**src/rtl/clock_out_ctrl_pkg.sv**
```systemverilog
// Shared types and constants for the clock_out_ctrl divided-clock generator.
// Optional burst mode is enabled by defining CLOCK_OUT_CTRL_BURST_EN.
package clock_out_ctrl_pkg;

    localparam int HALF_W = 8;

    typedef enum logic [1:0] {
        ST_IDLE     = 2'd0,
        ST_RUN      = 2'd1,
        ST_STOPPING = 2'd2
    } state_t;

    // A requested half-period of 0 behaves as 1.
    function automatic logic [HALF_W-1:0] eff_half(input logic [HALF_W-1:0] h);
        return (h == '0) ? HALF_W'(1) : h;
    endfunction

endpackage

```
**src/rtl/clock_out_ctrl_if.sv**
```systemverilog
// Control, config handshake and output bundle of clock_out_ctrl.
// burst_len/burst_done exist only when CLOCK_OUT_CTRL_BURST_EN is defined.
interface clock_out_ctrl_if;
    import clock_out_ctrl_pkg::*;

    logic              start;
    logic              stop;
    logic              cfg_valid;
    logic [HALF_W-1:0] cfg_half;
    logic              cfg_ready;
    logic              clock_out;
    logic              running;
    logic              edge_strobe;
`ifdef CLOCK_OUT_CTRL_BURST_EN
    logic [HALF_W-1:0] burst_len;
    logic              burst_done;

    modport master (
        output start, stop, cfg_valid, cfg_half, burst_len,
        input  cfg_ready, clock_out, running, edge_strobe, burst_done
    );
    modport slave (
        input  start, stop, cfg_valid, cfg_half, burst_len,
        output cfg_ready, clock_out, running, edge_strobe, burst_done
    );
`else
    modport master (
        output start, stop, cfg_valid, cfg_half,
        input  cfg_ready, clock_out, running, edge_strobe
    );
    modport slave (
        input  start, stop, cfg_valid, cfg_half,
        output cfg_ready, clock_out, running, edge_strobe
    );
`endif

endinterface

```
**src/rtl/clock_out_phase_cnt.sv**
```systemverilog
// Loadable 8-bit phase down-counter; saturates at zero and flags expiry.
module clock_out_phase_cnt
    import clock_out_ctrl_pkg::*;
(
    input  logic              clock,
    input  logic              reset,
    input  logic              load,
    input  logic [HALF_W-1:0] load_val,
    input  logic              dec,
    output logic              expired
);

    logic [HALF_W-1:0] count_q;

    always_ff @(posedge clock) begin
        if (reset) begin
            count_q <= '0;
        end else if (load) begin
            count_q <= load_val;
        end else if (dec && (count_q != '0)) begin
            count_q <= count_q - HALF_W'(1);
        end
    end

    assign expired = (count_q == '0);

endmodule

```
**src/rtl/clock_out_ctrl.sv**
```systemverilog
// Glitch-free programmable divided-clock generator with start/stop control.
// Define CLOCK_OUT_CTRL_BURST_EN to add burst_len/burst_done (auto-stop after N edges).
//
// state       | meaning
// ST_IDLE     | clock_out held 0; waits for start, config applies next cycle
// ST_RUN      | clock_out toggles every H cycles; config held pending to next toggle
// ST_STOPPING | finishing current period; returns to IDLE where next rise would be
module clock_out_ctrl
    import clock_out_ctrl_pkg::*;
#(
    parameter int DEFAULT_HALF = 1
) (
    input  logic             clock,
    input  logic             reset,
    clock_out_ctrl_if.slave  bus
);

    state_t            state_q, state_d;
    logic [HALF_W-1:0] half_q, half_d;
    logic [HALF_W-1:0] pend_q, pend_d;
    logic              pend_vld_q, pend_vld_d;
    logic              clk_out_q, clk_out_d;
    logic              strobe_q, strobe_d;

    logic              cnt_load;
    logic [HALF_W-1:0] cnt_load_val;
    logic              cnt_dec;
    logic              cnt_zero;

    logic              cfg_xfer;
    logic [HALF_W-1:0] half_in;

`ifdef CLOCK_OUT_CTRL_BURST_EN
    logic              burst_on_q, burst_on_d;
    logic [HALF_W-1:0] burst_rem_q, burst_rem_d;
    logic              burst_done_q, burst_done_d;
`endif

    assign cfg_xfer = bus.cfg_valid & ~pend_vld_q;
    assign half_in  = eff_half(bus.cfg_half);

    clock_out_phase_cnt u_phase_cnt (
        .clock    (clock),
        .reset    (reset),
        .load     (cnt_load),
        .load_val (cnt_load_val),
        .dec      (cnt_dec),
        .expired  (cnt_zero)
    );

    always_comb begin
        state_d      = state_q;
        half_d       = half_q;
        pend_d       = pend_q;
        pend_vld_d   = pend_vld_q;
        clk_out_d    = clk_out_q;
        strobe_d     = 1'b0;
        cnt_load     = 1'b0;
        cnt_load_val = half_q - HALF_W'(1);
        cnt_dec      = 1'b0;
`ifdef CLOCK_OUT_CTRL_BURST_EN
        burst_on_d   = burst_on_q;
        burst_rem_d  = burst_rem_q;
        burst_done_d = 1'b0;
`endif

        case (state_q)
            ST_IDLE: begin
                clk_out_d = 1'b0;
                if (cfg_xfer) begin
                    half_d = half_in;
                end
                if (bus.start && !bus.stop) begin
                    state_d   = ST_RUN;
                    clk_out_d = 1'b1;
                    strobe_d  = 1'b1;
                    cnt_load  = 1'b1;
`ifdef CLOCK_OUT_CTRL_BURST_EN
                    // burst_rem counts edges still owed after this first one
                    burst_on_d  = (bus.burst_len != '0);
                    burst_rem_d = bus.burst_len - HALF_W'(1);
`endif
                end
            end

            ST_RUN, ST_STOPPING: begin
                if (cfg_xfer) begin
                    pend_d     = half_in;
                    pend_vld_d = 1'b1;
                end
                if ((state_q == ST_RUN) && bus.stop) begin
                    state_d = ST_STOPPING;
                end
`ifdef CLOCK_OUT_CTRL_BURST_EN
                if ((state_q == ST_RUN) && burst_on_q && (burst_rem_q == '0)) begin
                    state_d = ST_STOPPING;
                end
`endif
                if (!cnt_zero) begin
                    cnt_dec = 1'b1;
                end else if ((state_q == ST_STOPPING) && !clk_out_q) begin
                    // suppress the rising edge; a stranded pending config lands here
                    state_d = ST_IDLE;
                    if (pend_vld_q) begin
                        half_d     = pend_q;
                        pend_vld_d = 1'b0;
                    end
`ifdef CLOCK_OUT_CTRL_BURST_EN
                    burst_done_d = burst_on_q;
                    burst_on_d   = 1'b0;
`endif
                end else begin
                    clk_out_d = ~clk_out_q;
                    strobe_d  = ~clk_out_q;
                    cnt_load  = 1'b1;
                    if (pend_vld_q) begin
                        half_d       = pend_q;
                        pend_vld_d   = 1'b0;
                        cnt_load_val = pend_q - HALF_W'(1);
                    end
`ifdef CLOCK_OUT_CTRL_BURST_EN
                    if (!clk_out_q && (state_q == ST_RUN) && (burst_rem_q != '0)) begin
                        burst_rem_d = burst_rem_q - HALF_W'(1);
                    end
`endif
                end
            end

            default: begin
                state_d   = ST_IDLE;
                clk_out_d = 1'b0;
            end
        endcase
    end

    always_ff @(posedge clock) begin
        if (reset) begin
            state_q    <= ST_IDLE;
            half_q     <= HALF_W'(DEFAULT_HALF);
            pend_q     <= '0;
            pend_vld_q <= 1'b0;
            clk_out_q  <= 1'b0;
            strobe_q   <= 1'b0;
        end else begin
            state_q    <= state_d;
            half_q     <= half_d;
            pend_q     <= pend_d;
            pend_vld_q <= pend_vld_d;
            clk_out_q  <= clk_out_d;
            strobe_q   <= strobe_d;
        end
    end

`ifdef CLOCK_OUT_CTRL_BURST_EN
    always_ff @(posedge clock) begin
        if (reset) begin
            burst_on_q   <= 1'b0;
            burst_rem_q  <= '0;
            burst_done_q <= 1'b0;
        end else begin
            burst_on_q   <= burst_on_d;
            burst_rem_q  <= burst_rem_d;
            burst_done_q <= burst_done_d;
        end
    end

    assign bus.burst_done = burst_done_q;
`endif

    assign bus.clock_out   = clk_out_q;
    assign bus.running     = (state_q != ST_IDLE);
    assign bus.edge_strobe = strobe_q;
    assign bus.cfg_ready   = ~pend_vld_q;

endmodule
```
**src/flat_wrapper.sv**
```systemverilog
// flat-port wrapper written by rule: the top's interface ports become plain ports
module clock_out_ctrl_flat import clock_out_ctrl_pkg::*;
#(
    parameter int DEFAULT_HALF = 1
)
  (clock, reset, bus_start, bus_stop, bus_cfg_valid, bus_cfg_half, bus_cfg_ready, bus_clock_out, bus_running, bus_edge_strobe);
  clock_out_ctrl_if bus_i ();
  input  logic clock;
  input  logic reset;
  input wire logic [$bits(bus_i.start)-1:0] bus_start;
  input wire logic [$bits(bus_i.stop)-1:0] bus_stop;
  input wire logic [$bits(bus_i.cfg_valid)-1:0] bus_cfg_valid;
  input wire logic [$bits(bus_i.cfg_half)-1:0] bus_cfg_half;
  output wire logic [$bits(bus_i.cfg_ready)-1:0] bus_cfg_ready;
  output wire logic [$bits(bus_i.clock_out)-1:0] bus_clock_out;
  output wire logic [$bits(bus_i.running)-1:0] bus_running;
  output wire logic [$bits(bus_i.edge_strobe)-1:0] bus_edge_strobe;
  assign bus_i.start = bus_start;
  assign bus_i.stop = bus_stop;
  assign bus_i.cfg_valid = bus_cfg_valid;
  assign bus_i.cfg_half = bus_cfg_half;
  assign bus_cfg_ready = bus_i.cfg_ready;
  assign bus_clock_out = bus_i.clock_out;
  assign bus_running = bus_i.running;
  assign bus_edge_strobe = bus_i.edge_strobe;
  clock_out_ctrl #(.DEFAULT_HALF(DEFAULT_HALF)) u_core (.clock(clock), .reset(reset), .bus(bus_i));
endmodule
```
**config.mk**
```make
export PLATFORM = sky130hd
export DESIGN_NAME = clock_out_ctrl_flat
export DESIGN_NICKNAME = d
export VERILOG_FILES = /design/src/rtl/clock_out_ctrl_pkg.sv /design/src/rtl/clock_out_ctrl_if.sv /design/src/rtl/clock_out_phase_cnt.sv /design/src/rtl/clock_out_ctrl.sv /design/src/flat_wrapper.sv
export SDC_FILE = /design/constraint.sdc
export NUM_CORES = 1
export LEC_CHECK = 0
export ABC_AREA = 1
export CAP_MARGIN = 25
export CORE_MARGIN = 2
export CORE_UTILIZATION = 39
export CTS_BUF_LIST = sky130_fd_sc_hd__clkbuf_4
export DETAILED_ROUTE_END_ITERATION = 6
export SKIP_LAST_GASP = 1
export SYNTH_ARGS = -nofsm -noshare
export SYNTH_HDL_FRONTEND = slang
export SYNTH_SLANG_ARGS = --single-unit
export TNS_END_PERCENT = 50
```
**constraint.sdc**
```tcl
create_clock -name clock -period 3.57 [get_ports clock]
set_clock_uncertainty 0.1 [all_clocks]
set_input_delay 0.714 -clock clock [delete_from_list [all_inputs] [get_ports clock]]
set_output_delay 0.714 -clock clock [all_outputs]
set_load 0.02 [all_outputs]
```
==> flow_metrics.tcl <==
set metrics [dict create \
    root_buffer "clkbuf_4" \
    arrival_ns 1.75 \
    wl_per_cell_um 12.3 \
    cpMaxStageDelayCell "clkdlybuf4s50_1" \
    drt-total-wl_um 4640 \
    leakage_nw 0.972 \
    cp.required_ns 2.76 \
    ys_top_cells_by_count "51 x nand2_1, 50 x inv_1, 36 x nand3_1, 33 x o21ai_0, 29 x dfxtp_1" \
    dieArea_mm2 0.00555 \
    startpoint_type "register" \
    route.detailed.drc 0 \
    htreeDepth 2 \
    synth-edff-count 0 \
    path_clk_slew_ns 0.10 \
    crit_top_cell "inv_1" \
    period_share_pct 71.9 \
    initial_core_util_pct 40.8 \
    cap_violations 0 \
    drt-initial-drc-count 152 \
    internal-power_mw 0.603 \
    ys_ff_latch 29 \
    gr-max-usage-layer "met1" \
    grtUsageMet3_pct 4.07 \
    synthCells 296 \
    post_cts_resized 0 \
    n_antenna_cell 0 \
    drive_gt1_share_pct 5.16 \
    worstPathBufferInverterCount 3 \
    holdBufCountCts 0 \
    peakVddDrop_mv 0.169 \
    gr-usage-all-layers_pct 18.8 \
    cts.sinks 29 \
    met2_usage_pct 27.3 \
    status "complete, no violations" \
    cp_top_family "buffers and inverters" \
    synth_area_per_cell_um2 6.55 \
    grt_setup_unrepaired "no" \
    syn_nets 317 \
    grt_max_degree 21 \
    cp_slowest_stage_delay_ns 0.61 \
    async_flop_share_pct 0 \
    clock_path_buffers 2 \
    ios 17 \
    clk_latency_ns 0.33 \
    worst_slew_pin_slew_ns 0.580 \
    switching_share_pct 40.3 \
    powerDensity_mw_per_mm2 463 \
    pwr-share-clk_pct 19.3 \
    synth.most_common_cell "nand2_1" \
    ant_nets 0 \
    period_needed_ns 2.57 \
    final-setup-viol-count 0 \
    cts_made_buffers 5 \
    min_path_type "register to register" \
    core_area_mm2 0.00475 \
    yosys_warnings 0 \
    fin_tns_setup_ns 0 \
    cts_tree "done" \
    yosysUniqueCellTypes 29 \
    max_slew_margin_pct 61.3 \
    die_h_um 74.5 \
    syn_area_mm2 0.00194 \
    pre_cts_slack_ns 1.08 \
    synth_top_area_share_pct 30.0 \
    cts_setup_buffers 0 \
    area_growth_pct 12.7 \
    port_buffers 16 \
    viasPerCell 4.95 \
    rows 25 \
    grt_pass1_vias 1681 \
    num_vias 1866 \
    grt_pass1_wl_um 7890 \
    max_freq_mhz 390 \
    switching_power_mw 0.407 \
    path_class "register to primary output" \
    nets 331 \
    antenna_found_initial 0 \
    setup_ws_ns 1.00 \
    dominantRegCellSynth "dfxtp_1" \
    place_hpwl_um 3550 \
    globalplace.congestion 0.953 \
    end_kind "primary output" \
    first_pass_iters 4 \
    hold_viol 0 \
    p_comb_share_pct 41.1 \
    report.final.slew_viol_count 0 \
    synth_area_leader_cell "dfxtp_1" \
    crit_chain "inv_1 > ha_1 > inv_1 > clkdlybuf4s50_1" \
    grt-ovfl-total 0 \
    synth-seq-area-share_pct 30.0 \
    stdcell_area_mm2 0.00218 \
    path_max_fanout 5 \
    p_seq_share_pct 39.6 \
    netlist_top_cells_area "dfxtp_1 30%, nand2_1 9.9%, inv_1 9.7%, nand3_1 9.3%, o21ai_0 8.5%" \
    die_x_um 74.5 \
    placed_cell_area_mm2 0.00214 \
    gr-usage-met1_pct 27.7 \
]
==> flip-flops by register name, summed over array words and instances (netlist names) <==
| name | cells |
|---|---|
| u_core.bus.clock_out | 1 |
| u_core.pend_q | 8 |
| u_core.state_q | 2 |
| u_core.u_phase_cnt.count_q | 8 |
| u_core.bus.edge_strobe | 1 |
| u_core.pend_vld_q | 1 |
| u_core.half_q | 8 |
==> worst reg2reg max path: cells and delay by family, from the launching register on <==
family / cells / cell delay (ns)
adder cells (fa/ha/maj): 1 / 0.48
flip-flops: 1 / 0.38
AND/OR/NAND/NOR: 2 / 0.42
buffers and inverters: 2 / 0.38
AO/OA/AOI/OAI: 3 / 0.63
==> power by group through the flow <==
stage	clock [mW]	combinational [mW]	sequential, mW
detailed placement	0	0.414	0.407
global placement	0	0.413	0.407
finish	0.195	0.416	0.400
floorplan	0	0.329	0.403
global route	0.218	0.479	0.407
CTS	0.203	0.417	0.400
==> layout make-up <==
class	count	area, um^2
fillers	530	2570
multi-input cells	207	1120
clock inverters	1	3.75
well taps	67	83.8
repair buffers	16	160
inverters	51	191
clock buffers	6	45.0
flip-flops and latches	29	581
==> cells by family after synthesis <==
| family | count (synthesis) | synth area share, % |
|---|---|---|
| buffers and inverters | 60 | 12.3 |
| AOI/OAI and AO/OA | 67 | 18.9 |
| and+or+nand+nor | 121 | 28.7 |
| adders and majority gates | 8 | 5.16 |
| DFF | 29 | 30.0 |
| xor gates and xnor gates | 11 | 4.97 |
==> worst paths after layout <==
check,from,to,slack (ns),depth (start not counted)
worst max register to register,u_core.state_q[0],u_core.half_q[6],1.06,8
worst min-delay path,u_core.half_q[7],u_core.half_q[7],0.39,2
worst max-delay path,u_core.state_q[0],bus_running,1.00,4
worst min register to register,u_core.half_q[7],u_core.half_q[7],0.39,2
==> routing by layer <==
layer | up-vias | part of all wire [%]
met2 | 35 | 44
met5 | - | 0
met4 | 0 | 1.5
li1 | 992 | -
met3 | 6 | 3.0
met1 | 833 | 52
==> cells in the final DEF (no fill, tap or decap), types with 2 or more instances in the layout <==
master,n
nand4_1,7
dfxtp_1,29
ha_1,8
o21ai_0,33
nor2_1,19
nand3_1,36
xor2_1,9
clkdlybuf4s50_1,16
nand2_1,51
inv_1,50
nand2_2,2
a211oi_1,3
a21oi_1,25
xnor2_1,2
clkbuf_4,6
==> per-stage QoR <==
stage / hold WS [ns] / util [%] / std cells / power [mW]
6_report: 0.389 / 45.9 / 377 / 1.01
5_1_grt: 0.426 / 45.9 / 377 / 1.10
4_1_cts: 0.391 / 45.9 / 377 / 1.02
3_5_place_dp: 0.377 / 44.9 / 370 / 0.821
3_3_place_gp: 0.366 / 44.9 / 370 / 0.820
2_1_floorplan: 0.345 / - / 296 / 0.732
No activity file was read; power rests on OpenSTA's default activity.
